`config.mk`:
```
export PLATFORM = sky130hd
export DESIGN_NAME = fixed_point_sm_accumulator_flat
export DESIGN_NICKNAME = d
export VERILOG_FILES = /design/src/rtl/fixed_point_sm_accumulator_pkg.sv /design/src/rtl/fixed_point_sm_accumulator_if.sv /design/src/rtl/fixed_point_sm_accumulator_add_sat.sv /design/src/rtl/fixed_point_sm_accumulator.sv /design/src/flat_wrapper.sv
export SDC_FILE = /design/constraint.sdc
export NUM_CORES = 1
export LEC_CHECK = 0
export BUFFER_PORTS_ARGS = -buffer_cell sky130_fd_sc_hd__buf_4
export CAP_MARGIN = 10
export CORE_MARGIN = 4
export CORE_UTILIZATION = 45
export CTS_CLUSTER_DIAMETER = 100
export DETAILED_ROUTE_END_ITERATION = 7
export HOLD_SLACK_MARGIN = 0.06
export PLACE_DENSITY = 0.65
export SLEW_MARGIN = 15
export SYNTH_ARGS = -nofsm -noshare
export SYNTH_HDL_FRONTEND = slang
export SYNTH_SLANG_ARGS = --single-unit
```
`constraint.sdc`:
```
create_clock -name clk -period 4.1 [get_ports clk]
set_input_delay 0.41 -clock clk [delete_from_list [all_inputs] [get_ports clk]]
set_output_delay 0.41 -clock clk [all_outputs]
set_load 0.01 [all_outputs]
```
`src/rtl/fixed_point_sm_accumulator_pkg.sv`:
```
// rtl/fixed_point_sm_accumulator_pkg.sv - shared format constants and FSM state type
package fixed_point_sm_accumulator_pkg;

    // Sign-magnitude word format shared with the upstream subtractor
    localparam int SM_N        = 32;
    localparam int SM_Q        = 15;
    localparam int SM_SIGN_BIT = SM_N - 1;

    // Largest representable magnitude, 2^(N-1)-1
    localparam logic [SM_N-2:0] SM_MAX_MAG = '1;

    // Default frame length
    localparam int SM_FRAME_LEN = 8;

    typedef enum logic {
        ACCUM = 1'b0,
        DONE  = 1'b1
    } acc_state_t;

endpackage

```
`src/rtl/fixed_point_sm_accumulator_if.sv`:
```
// rtl/fixed_point_sm_accumulator_if.sv - sample input and frame-total output handshakes
interface fixed_point_sm_accumulator_if
    import fixed_point_sm_accumulator_pkg::*;
#(
    parameter int N = SM_N
);

    logic         in_valid;
    logic         in_ready;
    logic [N-1:0] in_data;
    logic         out_valid;
    logic         out_ready;
    logic [N-1:0] out_data;
    logic         out_sat;

    // Source of samples and sink of totals
    modport master (
        output in_valid,
        output in_data,
        input  in_ready,
        input  out_valid,
        input  out_data,
        input  out_sat,
        output out_ready
    );

    // The accumulator itself
    modport slave (
        input  in_valid,
        input  in_data,
        output in_ready,
        output out_valid,
        output out_data,
        output out_sat,
        input  out_ready
    );

endinterface

```
`src/rtl/fixed_point_sm_accumulator_add_sat.sv`:
```
// rtl/fixed_point_sm_accumulator_add_sat.sv - saturating sign-magnitude adder
module fixed_point_sm_add_sat
    import fixed_point_sm_accumulator_pkg::*;
#(
    parameter int N = SM_N
) (
    input  logic [N-1:0] a_i,
    input  logic [N-1:0] b_i,
    output logic [N-1:0] sum_o,
    output logic         ovf_o
);

    localparam logic [N-2:0] MAG_MAX = '1;

    logic         sign_a;
    logic         sign_b;
    logic [N-2:0] mag_a;
    logic [N-2:0] mag_b;
    logic [N-1:0] mag_sum;
    logic [N-2:0] mag_r;
    logic         sign_r;

    assign sign_a = a_i[N-1];
    assign sign_b = b_i[N-1];
    assign mag_a  = a_i[N-2:0];
    assign mag_b  = b_i[N-2:0];

    // Add like signs with a carry bit, subtract unlike signs smaller-from-larger
    always_comb begin
        mag_sum = '0;
        mag_r   = '0;
        sign_r  = 1'b0;
        ovf_o   = 1'b0;
        if (sign_a == sign_b) begin
            mag_sum = {1'b0, mag_a} + {1'b0, mag_b};
            sign_r  = sign_a;
            if (mag_sum[N-1]) begin
                ovf_o = 1'b1;
                mag_r = MAG_MAX;
            end else begin
                mag_r = mag_sum[N-2:0];
            end
        end else if (mag_a >= mag_b) begin
            mag_r  = mag_a - mag_b;
            sign_r = sign_a;
        end else begin
            mag_r  = mag_b - mag_a;
            sign_r = sign_b;
        end
        // A zero magnitude is always emitted as +0, whatever the operand signs
        sum_o = {sign_r & (mag_r != '0), mag_r};
    end

endmodule

```
`src/rtl/fixed_point_sm_accumulator.sv`:
```
// rtl/fixed_point_sm_accumulator.sv - frame accumulator of sign-magnitude samples
module fixed_point_sm_accumulator
    import fixed_point_sm_accumulator_pkg::*;
#(
    parameter int Q         = SM_Q,
    parameter int N         = SM_N,
    parameter int FRAME_LEN = SM_FRAME_LEN
) (
    input  logic                             clk,
    input  logic                             rst,
    input  logic                             clr,
    fixed_point_sm_accumulator_if.slave      bus
);

    localparam int             CW   = $clog2(FRAME_LEN + 1);
    localparam logic [CW-1:0]  LAST = CW'(FRAME_LEN - 1);

    // Reject parameter sets the format cannot represent
    if (FRAME_LEN < 1) begin : g_bad_frame
        $error("FRAME_LEN must be at least 1");
    end
    if (Q < 0 || Q > N - 1) begin : g_bad_q
        $error("Q must fit within the magnitude bits");
    end

    acc_state_t    state_q;
    logic [N-1:0]  acc_q;
    logic [CW-1:0] count_q;
    logic          sat_q;
    logic          in_ready_q;
    logic          out_valid_q;
    logic [N-1:0]  out_data_q;
    logic          out_sat_q;

    logic [N-1:0]  acc_d;
    logic [CW-1:0] count_d;
    logic          sat_d;
    logic          add_ovf;
    logic          accept;

    fixed_point_sm_add_sat #(
        .N (N)
    ) u_add (
        .a_i   (acc_q),
        .b_i   (bus.in_data),
        .sum_o (acc_d),
        .ovf_o (add_ovf)
    );

    assign accept  = bus.in_valid & in_ready_q;
    assign count_d = count_q + CW'(1);
    assign sat_d   = sat_q | add_ovf;

    // Frame FSM: accumulate FRAME_LEN samples, then hold the total until taken
    always_ff @(posedge clk) begin
        if (rst) begin
            state_q     <= ACCUM;
            acc_q       <= '0;
            count_q     <= '0;
            sat_q       <= 1'b0;
            in_ready_q  <= 1'b1;
            out_valid_q <= 1'b0;
            out_data_q  <= '0;
            out_sat_q   <= 1'b0;
        end else if (clr) begin
            state_q     <= ACCUM;
            acc_q       <= '0;
            count_q     <= '0;
            sat_q       <= 1'b0;
            in_ready_q  <= 1'b1;
            out_valid_q <= 1'b0;
        end else begin
            case (state_q)
                ACCUM: begin
                    if (accept) begin
                        acc_q   <= acc_d;
                        count_q <= count_d;
                        sat_q   <= sat_d;
                        if (count_q == LAST) begin
                            state_q     <= DONE;
                            in_ready_q  <= 1'b0;
                            out_valid_q <= 1'b1;
                            out_data_q  <= acc_d;
                            out_sat_q   <= sat_d;
                        end
                    end
                end
                DONE: begin
                    if (bus.out_ready) begin
                        state_q     <= ACCUM;
                        acc_q       <= '0;
                        count_q     <= '0;
                        sat_q       <= 1'b0;
                        in_ready_q  <= 1'b1;
                        out_valid_q <= 1'b0;
                    end
                end
                default: begin
                    state_q <= ACCUM;
                end
            endcase
        end
    end

    assign bus.in_ready  = in_ready_q;
    assign bus.out_valid = out_valid_q;
    assign bus.out_data  = out_data_q;
    assign bus.out_sat   = out_sat_q;

endmodule

```
`src/flat_wrapper.sv`:
```
// flat-port wrapper written by rule: the top's interface ports become plain ports
module fixed_point_sm_accumulator_flat import fixed_point_sm_accumulator_pkg::*;
#(
    parameter int Q         = SM_Q,
    parameter int N         = SM_N,
    parameter int FRAME_LEN = SM_FRAME_LEN
)
  (clk, rst, clr, bus_in_valid, bus_in_data, bus_in_ready, bus_out_valid, bus_out_data, bus_out_sat, bus_out_ready);
  fixed_point_sm_accumulator_if #(.N(N)) bus_i ();
  input  logic clk;
  input  logic rst;
  input  logic clr;
  input wire logic [$bits(bus_i.in_valid)-1:0] bus_in_valid;
  input wire logic [$bits(bus_i.in_data)-1:0] bus_in_data;
  output wire logic [$bits(bus_i.in_ready)-1:0] bus_in_ready;
  output wire logic [$bits(bus_i.out_valid)-1:0] bus_out_valid;
  output wire logic [$bits(bus_i.out_data)-1:0] bus_out_data;
  output wire logic [$bits(bus_i.out_sat)-1:0] bus_out_sat;
  input wire logic [$bits(bus_i.out_ready)-1:0] bus_out_ready;
  assign bus_i.in_valid = bus_in_valid;
  assign bus_i.in_data = bus_in_data;
  assign bus_in_ready = bus_i.in_ready;
  assign bus_out_valid = bus_i.out_valid;
  assign bus_out_data = bus_i.out_data;
  assign bus_out_sat = bus_i.out_sat;
  assign bus_i.out_ready = bus_out_ready;
  fixed_point_sm_accumulator #(.Q(Q), .N(N), .FRAME_LEN(FRAME_LEN)) u_core (.clk(clk), .rst(rst), .clr(clr), .bus(bus_i));
endmodule
```
==> results_dict.tcl <==
set metrics [dict create \
    startpoint "u_core.acc_q[19]" \
    min_path_type "input pin to flop" \
    cts-root-buf "clkbuf_16" \
    drv_slew 0 \
    dpl.hpwl_mm 27.73 \
    powerDensity_nw_per_um2 269.0 \
    ctsHoldBuffers 0 \
    slowest_delay_ns 0.60 \
    peakVddDrop_v 0.0002196 \
    antenna_found_initial 1 \
    ys_async_sr_fraction 0 \
    clock_latency_ns 0.35 \
    critPathBufInv 1 \
    fin_crit_sh 0.9924 \
    cts_sinks 73 \
    synth-xor-area-share 0.01019 \
    syn_area_um2 8597 \
    synth_top_area_frac 0.1700 \
    arrival_ns 4.28 \
    hold_slack_ns 0.3571 \
    crit_fanout 8 \
    ios 72 \
    max_freq_ghz 0.2458 \
    ys_types 81 \
    die_y_um 146.2 \
    drv_cap 0 \
    synth_top_family_by_area "compound AO/OA/AOI/OAI gates" \
    syn_avg_cell_area_um2 6.950 \
    critPathKind "flop to flop" \
    synthTopCellsByArea "dfxtp_1, ha_1, a21oi_1" \
    report.final.hold_viol_count 0 \
    synthMuxAreaShare 0.01892 \
    nets 1654 \
    worst-path-stages 14 \
    cpMostUsedCell "or4_4" \
    synth-simple-area-share 0.2391 \
    synth-compound-area-share 0.3256 \
    slowest_stage "or4_4" \
    syn_to_final_growth_pct 38.09 \
    endpoint_kind "flop" \
    endpoint "u_core.acc_q[31]" \
    cp.required_ns 4.31 \
    grt_pass1_vias 9876 \
    die_area_um2 21380 \
    grt_overflow 0 \
    place.gp.congestion 1.045 \
    first_iter_violations 1141 \
    port_buffers 71 \
    clock_skew_ns 0.01554 \
    status "complete, no violations" \
    critPathLaunchType "flop" \
    synthFlopType "dfxtp_1" \
    grt_max_degree 37 \
    regToRegEndpoint "u_core.acc_q[31]" \
    setup_viol 0 \
    tns_ns 0 \
    clkTransAtPathRegs_ns 0.07 \
    routed_wl_mm 35.39 \
    fillers 1786 \
    diodes 0 \
    synth-seq-cells 73 \
    cp_top_family "simple AND/OR/NAND/NOR gates" \
    cts_buffers 9 \
    crit_chain "ha_4 > nand4_1 > or4_4 > or4_4 > o2111a_4 > nand2_8 > buf_4 > mux2_2 > o22ai_1 > a2bb2oi_1 > nand4b_1 > nor4b_2 > and4_4 > o41ai_2" \
    vias 10530 \
    leakagePower_nw 5.462 \
    drive_gt1_frac 0.2894 \
    synth_edf_count 0 \
    synthCells 1237 \
    seq_area_um2 1469 \
    multi_input_area_um2 6820 \
    core-area_um2 18770 \
    worstMarginPinSlew_ns 0.9253 \
    worstRegToRegCells 14 \
    antenna_left 0 \
    fp.dieW_um 146.2 \
    clockBufferDepth 2 \
    htree_levels 3 \
    slew-limit-headroom 0.3831 \
    rr_startpoint "u_core.acc_q[19]" \
    grt_usage 0.3126 \
    vias_per_cell 6.015 \
    wl_per_cell_um 20.21 \
    cts_tree "built" \
    yosysSeqAreaShare 0.1700 \
    synthAdderAreaFrac 0.1554 \
    grt_first_pass_wirelength_mm 53.74 \
    drc 0 \
    start_util 0.4581 \
    first_pass_iters 5 \
    fp-row-count 50 \
    synth_nets 1379 \
    reg2reg_setup_slack_ns 0.03 \
    min_period_ns 4.069 \
    synth_warnings 0 \
    yosysTopAreaCell "dfxtp_1" \
]
[synth_stat cells (11+ instances only)]
library cell / count
nand3_1: 21
buf_2: 12
a21oi_1: 159
nor2b_1: 11
nand2b_1: 19
o21a_1: 15
nand2_1: 107
nor3_1: 24
nor2_1: 164
nor4_1: 12
nand4_1: 14
a21o_1: 17
inv_1: 98
a31oi_1: 15
o31ai_1: 11
ha_1: 102
clkbuf_1: 56
dfxtp_1: 73
or2_2: 13
a22oi_1: 19
mux2i_1: 14
a211oi_1: 23
o21ai_0: 52
[metrics by stage]
| stage | cell area [um^2] | worst slack, ns | power [mW] | std cells | util |
|---|---|---|---|---|---|
| 5_1_grt | 11870 | -0.05468 | 3.333 | 1751 | 0.6325 |
| 6_report | 11870 | 0.03135 | 3.194 | 1751 | 0.6325 |
| 4_1_cts | 11440 | 0.004071 | 3.080 | 1744 | 0.6097 |
| 3_5_place_dp | 11090 | -0.2405 | 2.159 | 1726 | 0.5909 |
| 3_3_place_gp | 11090 | -0.2113 | 2.157 | 1726 | 0.5909 |
| 2_1_floorplan | 8597 | 0.1675 | 1.491 | 1237 | - |
[worst min-delay path by stage]
stage	cells after the start	from	end	slack [ns]
after global placement	2	u_core.bus.out_valid	u_core.bus.out_valid	0.44
after floorplan	2	u_core.acc_q[8]	u_core.acc_q[8]	0.46
after global routing	4	bus_out_ready	u_core.state_q	0.38
after CTS	4	bus_out_ready	u_core.state_q	0.36
after detailed placement	2	u_core.bus.out_valid	u_core.bus.out_valid	0.44
final	4	bus_out_ready	u_core.state_q	0.36
[cell type report]
cell class                 instances  area share
sequential                        73      0.1237
clock inverter                     6    0.007589
inverter                          99     0.03130
tap                              234     0.02466
multi-input combinational        990      0.5745
clock buffer                      10     0.01929
timing repair buffer             339      0.2189
[cell usage in the layout (no fill, tap or decap), drive strengths merged, types with 5 or more instances in the layout]
| cell type | n |
|---|---|
| inv | 100 |
| clkbuf | 11 |
| a221oi | 7 |
| dfxtp | 73 |
| o2111ai | 5 |
| ha | 102 |
| or2 | 13 |
| a211o | 7 |
| nand2 | 108 |
| o21bai | 10 |
| a21o | 17 |
| nor2b | 11 |
| nand3 | 21 |
| nor2 | 165 |
| a22oi | 19 |
| o221ai | 8 |
| o21ai | 55 |
| and3 | 8 |
| o211ai | 10 |
| a21oi | 159 |
| nand2b | 19 |
| a31oi | 15 |
| o41ai | 7 |
| or4 | 6 |
| a2bb2oi | 5 |
| buf | 338 |
| nor4 | 13 |
| or3 | 9 |
| o21a | 15 |
| a2111oi | 6 |
| nand4 | 16 |
| a211oi | 23 |
| mux2i | 14 |
| nand3b | 5 |
| nor3 | 24 |
| xnor2 | 7 |
| o22ai | 6 |
| o31ai | 12 |
[what timing repair did]
action / CTS / global route
endpoints found under the setup margin: 2 / 4
resized for setup: 6 / 66
setup buffers: 2 / 7
pin swaps: 3 / 24
gates cloned: 0 / 1
[flip-flops by register name, indices dropped and copies added (netlist names)]
register	count
u_core.acc_q	32
u_core.bus.out_data	32
u_core.count_q	4
u_core.bus.in_ready	1
u_core.bus.out_sat	1
u_core.bus.out_valid	1
u_core.sat_q	1
u_core.state_q	1
[worst reg2reg max path, delay by kind of cell (launching register included)]
family | cells | cell delay (ns)
compound gates | 4 | 0.63
mux | 1 | 0.33
simple gates | 7 | 2.23
flops | 1 | 0.34
fa+ha+maj | 1 | 0.26
buf+inv | 1 | 0.13
[metal layers]
| layer | routed length (um) | global-route usage | up-vias | share of wire |
|---|---|---|---|---|
| li1 | - | - | 4992 | - |
| met1 | 15290 | 0.4315 | 4899 | 0.43 |
| met2 | 15390 | 0.4825 | 546 | 0.43 |
| met3 | 3481 | 0.06394 | 93 | 0.098 |
| met4 | 1215 | 0.1148 | 2 | 0.034 |
| met5 | 14 | 0 | - | 0.00040 |
[cells by family after synthesis]
family | count (synthesis)
and+or+nand+nor | 433
buffers and inverters | 174
muxes | 16
DFF | 73
AOI/OAI and AO/OA | 426
xor gates and xnor gates | 10
adders and majority gates | 105
[where the power goes]
part	switching (mW)	total (mW)	internal, mW
Clock	0.377	0.914	0.537
Combinational	0.876	1.54	0.663
Sequential	0.0147	0.741	0.726
No activity file was read; power rests on OpenSTA's default activity.
